--- src/rtl/mips_pkg.sv ---
// Shared MIPS decode definitions: opcode/funct values, ALU encodings and the ID/EX control bundle.
package mips_pkg;

    localparam int unsigned XLEN     = 32;
    localparam int unsigned REG_AW   = 5;
    localparam int unsigned NUM_REGS = 32;
    localparam int unsigned ALU_W    = 3;
    localparam int unsigned OP_W     = 6;

    localparam logic [OP_W-1:0] OP_RTYPE = 6'b000000;
    localparam logic [OP_W-1:0] OP_LW    = 6'b100011;
    localparam logic [OP_W-1:0] OP_SW    = 6'b101011;
    localparam logic [OP_W-1:0] OP_BEQ   = 6'b000100;
    localparam logic [OP_W-1:0] OP_ADDI  = 6'b001000;

    localparam logic [OP_W-1:0] FN_ADD = 6'b100000;
    localparam logic [OP_W-1:0] FN_SUB = 6'b100010;
    localparam logic [OP_W-1:0] FN_AND = 6'b100100;
    localparam logic [OP_W-1:0] FN_OR  = 6'b100101;
    localparam logic [OP_W-1:0] FN_SLT = 6'b101010;

    localparam logic [ALU_W-1:0] ALU_AND = 3'b000;
    localparam logic [ALU_W-1:0] ALU_OR  = 3'b001;
    localparam logic [ALU_W-1:0] ALU_ADD = 3'b010;
    localparam logic [ALU_W-1:0] ALU_SUB = 3'b110;
    localparam logic [ALU_W-1:0] ALU_SLT = 3'b111;

    typedef struct packed {
        logic             reg_write;
        logic             mem_to_reg;
        logic             mem_write;
        logic             alu_src;
        logic             reg_dst;
        logic             branch;
        logic [ALU_W-1:0] alu_control;
    } ctrl_t;

    localparam ctrl_t CTRL_BUBBLE = '0;

    // Main + ALU decoder; anything not recognised becomes a bubble.
    function automatic ctrl_t decode_ctrl(input logic [OP_W-1:0] op, input logic [OP_W-1:0] funct);
        ctrl_t c;
        c = CTRL_BUBBLE;
        case (op)
            OP_RTYPE: begin
                case (funct)
                    FN_ADD:  c.alu_control = ALU_ADD;
                    FN_SUB:  c.alu_control = ALU_SUB;
                    FN_AND:  c.alu_control = ALU_AND;
                    FN_OR:   c.alu_control = ALU_OR;
                    FN_SLT:  c.alu_control = ALU_SLT;
                    default: c.alu_control = ALU_AND;
                endcase
                if (funct == FN_ADD || funct == FN_SUB || funct == FN_AND ||
                    funct == FN_OR  || funct == FN_SLT) begin
                    c.reg_write = 1'b1;
                    c.reg_dst   = 1'b1;
                end
            end
            OP_LW: begin
                c.reg_write   = 1'b1;
                c.alu_src     = 1'b1;
                c.mem_to_reg  = 1'b1;
                c.alu_control = ALU_ADD;
            end
            OP_SW: begin
                c.mem_write   = 1'b1;
                c.alu_src     = 1'b1;
                c.alu_control = ALU_ADD;
            end
            OP_BEQ: begin
                c.branch      = 1'b1;
                c.alu_control = ALU_SUB;
            end
            OP_ADDI: begin
                c.reg_write   = 1'b1;
                c.alu_src     = 1'b1;
                c.alu_control = ALU_ADD;
            end
            default: c = CTRL_BUBBLE;
        endcase
        return c;
    endfunction

endpackage

--- src/rtl/regfile.sv ---
// 32x32 register file, two combinational read ports, one write port; $0 is hardwired to zero.
// Optional write-through of the writeback port onto the read ports when FORWARD_WB_EN is defined.
module regfile
    import mips_pkg::*;
#(
    parameter logic [XLEN-1:0] RESET_VAL = '0
) (
    input  logic              clk,
    input  logic              rst,
    input  logic [REG_AW-1:0] ra1,
    input  logic [REG_AW-1:0] ra2,
    output logic [XLEN-1:0]   rd1_c,
    output logic [XLEN-1:0]   rd2_c,
    input  logic              we,
    input  logic [REG_AW-1:0] wa,
    input  logic [XLEN-1:0]   wd
);

    logic [XLEN-1:0] mem [NUM_REGS];
    logic            wr_en;

    assign wr_en = we && (wa != '0);

    always_ff @(posedge clk) begin
        if (rst) begin
            for (int i = 0; i < int'(NUM_REGS); i++) begin
                mem[i] <= RESET_VAL;
            end
        end else if (wr_en) begin
            mem[wa] <= wd;
        end
    end

    // Read ports: $0 override applied last so it wins over any forwarding.
    always_comb begin
        rd1_c = mem[ra1];
        rd2_c = mem[ra2];
`ifdef FORWARD_WB_EN
        if (wr_en && (wa == ra1)) rd1_c = wd;
        if (wr_en && (wa == ra2)) rd2_c = wd;
`endif
        if (ra1 == '0) rd1_c = '0;
        if (ra2 == '0) rd2_c = '0;
    end

endmodule

--- src/rtl/decode.sv ---
// MIPS ID stage: instruction decode, register-file read and the ID/EX pipeline register.
// Define FORWARD_WB_EN to make same-cycle writeback visible to the register reads.
module decode
    import mips_pkg::*;
#(
    parameter logic [31:0] REG_RESET_VAL = 32'h0
) (
    input  logic              clk,
    input  logic              rst,
    input  logic [31:0]       InstrD,
    input  logic [31:0]       PCD,
    input  logic [31:0]       PCPlus4D,
    input  logic              stallD,
    input  logic              flushE,
    input  logic              RegWriteW,
    input  logic [4:0]        WriteRegW,
    input  logic [31:0]       ResultW,
    output logic [31:0]       RD1E,
    output logic [31:0]       RD2E,
    output logic [31:0]       ImmExtE,
    output logic [4:0]        RsE,
    output logic [4:0]        RtE,
    output logic [4:0]        RdE,
    output logic [31:0]       PCE,
    output logic [31:0]       PCPlus4E,
    output logic              RegWriteE,
    output logic              MemtoRegE,
    output logic              MemWriteE,
    output logic              ALUSrcE,
    output logic              RegDstE,
    output logic              BranchE,
    output logic [2:0]        ALUControlE
);

    logic [REG_AW-1:0] rs_d;
    logic [REG_AW-1:0] rt_d;
    logic [REG_AW-1:0] rd_d;
    logic [XLEN-1:0]   rd1_d;
    logic [XLEN-1:0]   rd2_d;
    logic [XLEN-1:0]   imm_ext_d;
    ctrl_t             ctrl_d;
    ctrl_t             ctrl_e;

    assign rs_d      = InstrD[25:21];
    assign rt_d      = InstrD[20:16];
    assign rd_d      = InstrD[15:11];
    assign imm_ext_d = {{16{InstrD[15]}}, InstrD[15:0]};

    always_comb begin
        ctrl_d = CTRL_BUBBLE;
        ctrl_d = decode_ctrl(InstrD[31:26], InstrD[5:0]);
    end

    regfile #(
        .RESET_VAL (REG_RESET_VAL)
    ) u_regfile (
        .clk   (clk),
        .rst   (rst),
        .ra1   (rs_d),
        .ra2   (rt_d),
        .rd1_c (rd1_d),
        .rd2_c (rd2_d),
        .we    (RegWriteW),
        .wa    (WriteRegW),
        .wd    (ResultW)
    );

    // ID/EX register: reset and flush both load a full bubble, stall holds.
    always_ff @(posedge clk) begin
        if (rst || flushE) begin
            RD1E     <= '0;
            RD2E     <= '0;
            ImmExtE  <= '0;
            RsE      <= '0;
            RtE      <= '0;
            RdE      <= '0;
            PCE      <= '0;
            PCPlus4E <= '0;
            ctrl_e   <= CTRL_BUBBLE;
        end else if (!stallD) begin
            RD1E     <= rd1_d;
            RD2E     <= rd2_d;
            ImmExtE  <= imm_ext_d;
            RsE      <= rs_d;
            RtE      <= rt_d;
            RdE      <= rd_d;
            PCE      <= PCD;
            PCPlus4E <= PCPlus4D;
            ctrl_e   <= ctrl_d;
        end
    end

    assign RegWriteE   = ctrl_e.reg_write;
    assign MemtoRegE   = ctrl_e.mem_to_reg;
    assign MemWriteE   = ctrl_e.mem_write;
    assign ALUSrcE     = ctrl_e.alu_src;
    assign RegDstE     = ctrl_e.reg_dst;
    assign BranchE     = ctrl_e.branch;
    assign ALUControlE = ctrl_e.alu_control;

endmodule

--- config.mk ---
export PLATFORM = sky130hd
export DESIGN_NAME = decode
export DESIGN_NICKNAME = d
export VERILOG_FILES = /design/src/rtl/mips_pkg.sv /design/src/rtl/regfile.sv /design/src/rtl/decode.sv
export SDC_FILE = /design/constraint.sdc
export NUM_CORES = 2
export LEC_CHECK = 0
export BUFFER_PORTS_ARGS = -buffer_cell sky130_fd_sc_hd__buf_2
export CORE_MARGIN = 3
export CORE_UTILIZATION = 58
export CTS_BUF_LIST = sky130_fd_sc_hd__clkbuf_8
export DETAILED_ROUTE_END_ITERATION = 16
export PLACE_DENSITY = 0.82
export SLEW_MARGIN = 40
export SYNTH_ARGS = -nofsm -noshare
export SYNTH_HDL_FRONTEND = slang
export SYNTH_SLANG_ARGS = --single-unit
--- constraint.sdc ---
create_clock -name clk -period 1.8 [get_ports clk]
set_input_delay 0.09 -clock clk [delete_from_list [all_inputs] [get_ports clk]]
set_output_delay 0.09 -clock clk [all_outputs]
set_load 0.02 [all_outputs]
=== Word level (Yosys, flattened, before mapping) ===
Memory sizes are Yosys's and may differ from the RTL's.
Index checks and enable logic that the tools add are counted.
W data, S select, Z words.

* Register bits: 168
* Latch bits: 0
* Memory bits (writable): 1024
* ROM bits: 0
* Input bits: 138
* Output and inout port bits: 184
* Memories kept: 1

* Add/sub/neg operators: 0
* Multiply operators: 0
* Divide/modulo/power cells: 0
* Magnitude comparators: 0
* Equality and inequality tests: 9
* Shift-type cells: 0
* Mux-type cells: 19
* Bitwise operators: 0
* Reductions and logical operators: 13

{| class="wikitable"
|+ Memory list
! memory !! words !! bits a word !! rd ports !! clocked after Yosys merged registers in !! wr ports !! line !! source
|-
| u_regfile.mem || 32 || 32 || 2 || 0 || 32 || regfile.sv:19 || <nowiki>logic [XLEN-1:0] mem [NUM_REGS];</nowiki>
|}

{| class="wikitable"
|+ Operators with widths
! kind !! count
|-
| $mux W32 || 3
|-
| $eq A6 B6 Y1 const B || 7
|-
| $reduce_or A32 Y1 || 1
|-
| $mux W1 || 12
|-
| $pmux W3 S4 || 1
|-
| $logic_not A5 Y1 || 2
|-
| $pmux W3 S3 || 1
|-
| $eq A6 B3 Y1 const B || 1
|-
| $eq A6 B4 Y1 const B || 1
|-
| $logic_not A6 Y1 || 1
|-
| $logic_or A1 B1 Y1 || 5
|-
| $mux W5 || 1
|-
| $reduce_bool A5 Y1 || 1
|-
| $reduce_or A3 Y1 || 1
|-
| $pmux W1 S2 || 1
|-
| $reduce_or A2 Y1 || 1
|-
| $logic_and A1 B1 Y1 || 1
|}

=== Depth between registers and ports, before layout ===
* Depth in word-level cells: 7
* Gate-level depth with buffers: 8
* Mapped depth without buffers: 4

=== By module ===
A second synthesis with hierarchy kept.

* Cell total of the unflattened synthesis: 4076
* Area total of the unflattened synthesis: 60280.3 sq um

{| class="wikitable"
|+ By module, submodules not included
! module !! times used !! cells each !! area an instance (sq um) !! seq. area each (sq um)
|-
| regfile || 1 || 3502 || 54250.8 || 30749.5
|-
| decode || 1 || 574 || 6029.5 || 3263.1
|}

=== Least setup slack after synthesis ===
OpenSTA, ideal clock, no wires.

* Path kind: input-to-reg
* Start: input rst
* End: memory u_regfile.mem[10][0], enable pin
* Library setup time: 375 ps
* Data arrival time: 1410 ps
* Data required time: 1425 ps
* Slack: 15 ps
* Stages: 5
* Cells stage by stage: buf_2 nor3b_1 nand2_1 nor2_1 or2_2

{| class="wikitable"
|+ RTL lines
! item !! line !! source
|-
| start: declaration || decode.sv:9 || <nowiki>input logic rst,</nowiki>
|-
| end: declaration || regfile.sv:19 ||
|}

==> flow_summary.json <==
{
  "status": "complete, but fails checks",
  "failed_checks": "setup timing",
  "row_count": 118,
  "setup_viol_count_final": 2,
  "tightest_slew_ps": 725,
  "grt_pass1_vias": 45174,
  "worst_slack_ps": -56.0,
  "synth-warning-count": 0,
  "final_core_util_pct": 71.0,
  "vdd_drop_max_mv": 0.726,
  "gr-usage-met3_pct": 11.5,
  "die_w_um": 331,
  "layout_commonest_cell": "and2_1",
  "syn_to_final_growth_pct": 20.9,
  "fin_crit_ps": 1860,
  "vias": 44025,
  "clock-sinks": 1187,
  "async_reset_ff_share_pct": 0,
  "hold_viol": 0,
  "synth_edf_count": 1024,
  "portBuffers": 321,
  "routed_wl_mm": 209,
  "dp_hpwl_mm": 132,
  "pre_cts_slack_ps": -403,
  "clockRootBuffer": "clkbuf_8",
  "gp_congestion": 0.978,
  "cts_tree": "done",
  "leakage_nw": 28.5,
  "via_per_inst": 6.72,
  "cp.depth": 9,
  "grt_start_max_net_pins": 100,
  "startpoint_type": "primary input",
  "cts.clk_slew.worst_paths_ps": 70,
  "drc": 0,
  "worstSkewPairLatency_ps": 870,
  "min_path_cells": 5,
  "endpoint": "MemWriteE",
  "dp_cells": 5953,
  "path_buf_inv": 5,
  "synth-seq-area-share_pct": 55.7,
  "initial_core_util_pct": 58.7,
  "cpPeakStageDelay_ps": 570,
  "die_h_um": 331,
  "crit_type": "primary input to register",
  "power.density_nw_per_um2": 861,
  "synth.top_cell.area_share_pct": 50.3,
  "yosys.area.top_type": "edfxtp_1",
  "global_route.usage.total_pct": 38.1,
  "timing.rr.start": "u_regfile.mem[8][9]",
  "r2r_slack_ps": 50,
  "fp.coreArea_sq_um": 104000,
  "power_mw": 63.6,
  "cp_cell_sequence": "dlygate4sd3_1 > buf_6 > buf_8 > buf_12 > nor3_2 > nand2b_1 > o2bb2a_1 > dlygate4sd3_1 > nor2_1",
  "maxCapViolCount": 0,
  "drt_first_pass_iters": 6,
  "maxSlewHeadroom_pct": 51.7,
  "ys_ff_latch": 1187,
  "antenna_found_initial": 20,
  "drive_gt1_share_pct": 31.4,
  "layoutNonFillerInstCount": 6552,
  "io_pins": 322,
  "wire_per_inst_um": 31.8,
  "crit_path_max_fanout": 52,
  "met1_usage_pct": 46.3,
  "fin_hold_ws_ps": 77.7,
  "htreeDepth": 4,
  "grt-ovfl-total": 0,
  "syn-instance-count": 4245,
  "clock_path_buffers": 3,
  "path_common_cell": "dlygate4sd3_1",
  "r2r_end": "RD2E[9]",
  "grt_pass1_wl_mm": 299,
  "cts_buffers": 188,
  "ff2ff_path_depth": 5,
  "required_ps": 2580,
  "top_usage_layer": "met2",
  "arrival_ps": 2630,
  "synth_ff_type": "edfxtp_1",
  "grt_use_met2_pct": 58.2,
  "critPathLaunch": "stallD",
  "cp-end-kind": "register",
  "synth.avg_cell_area_sq_um": 14.4,
  "nets": 5138,
  "fin_skew_ps": 27.4,
  "synth_area_leaders": "edfxtp_1 50%, mux4_2 14%, and2_1 11%",
  "netlist_area_sq_um": 61100,
  "drt-initial-drc-count": 6970,
  "cpMaxStageDelayCell": "dlygate4sd3_1",
  "ys_types": 50,
  "maxSlewViolCount": 0,
  "final_cell_mix": "1030 x and2_1, 1024 x edfxtp_1, 384 x mux2i_1, 384 x mux4_2, 313 x buf_2",
  "min_path_type": "primary input to register",
  "cp_top_family": "buffers and inverters",
  "max_freq_ghz": 0.539,
  "detail-route-antenna-nets": 0,
  "fin_crit_sh_pct": 103,
  "dieArea_sq_um": 109000
}
==> synth_stat cells (all sizes together) (3+ instances only) <==
cell	instances
a211oi	28
a21boi	27
a21oi	42
a221oi	65
a22oi	129
and2	1031
and4b	64
buf	173
clkbuf	290
dfxtp	163
edfxtp	1024
inv	4
mux2	64
mux2i	384
mux4	384
nand2	72
nand3	3
nand3b	3
nor2	131
nor2b	32
nor3	4
nor3b	4
o311ai	64
or2	32
or3	5
==> logic make-up after synthesis <==
kind of cell	synth area share, %
AND/OR/NAND/NOR	14.0
flip-flops	55.7
multiplexers	21.6
buffers and inverters	3.51
AO/OA/AOI/OAI	5.21
other	0.00614
==> per-stage QoR <==
stage / TNS, ps / cell area (sq um)
after global routing: -91.4 / 73900
after detailed placement: -195880 / 67800
after CTS: 0 / 73800
after floorplan: 0 / 61200
after global placement: -162020 / 67800
final: -104 / 73900
==> how the worst min path moves through the flow <==
stage / slack [ps] / endpoint / startpoint
floorplan: 230 / ImmExtE[0] / InstrD[0]
global placement: 320 / PCPlus4E[18] / PCPlus4D[18]
detailed placement: 330 / PCE[28] / PCD[28]
CTS: 2 / PCE[16] / PCD[16]
global route: 80 / PCE[23] / PCD[23]
finish: 80 / RsE[1] / InstrD[22]
==> routing by layer <==
layer | up-vias | part of all wire, %
met1 | 21699 | 33
met5 | - | 0.022
li1 | 17606 | -
met4 | 8 | 8.4
met2 | 3795 | 45
met3 | 917 | 14
==> registers in the layout, indices dropped and copies added (netlist names) <==
signal,cells
RD2E,32
RegDstE,1
ALUSrcE,1
ImmExtE,15
MemWriteE,1
RdE,1
ALUControlE,3
PCPlus4E,32
RsE,5
RtE,5
PCE,32
BranchE,1
RegWriteE,1
u_regfile.mem,1024
MemtoRegE,1
RD1E,32
==> where the power goes <==
part           leakage (nW)  total (mW)  internal [mW]  switching [mW]
Clock                  2.14        22.6           11.6            11.1
Combinational          15.2        8.66           4.03            4.63
Sequential             11.1        32.3           31.3           0.961
==> cell type report <==
type / count / area [sq um]
multi-input combinational: 2622 / 25200
sequential: 1187 / 34000
clock inverter: 137 / 729
clock buffer: 211 / 2900
fill: 6404 / 30200
timing repair buffer: 997 / 9180
antenna: 14 / 35.0
tap: 1380 / 1730
inverter: 4 / 18.8
==> what timing repair did <==
item	4_1_cts	5_1_grt
resized for setup	5	18
setup endpoints to repair	22	591
hold buffers	234	1
buffers inserted	0	1
pin swaps	0	3
hold endpoints to repair	1156	1
==> worst register-to-register path, stage by stage, from the launching register on <==
cell      delay, ps
edfxtp_1        430
mux4_2          460
nor2b_1         150
a211oi_2        320
buf_4           190
o311ai_1         80
Note: power is estimated with default switching activity, not from simulation.
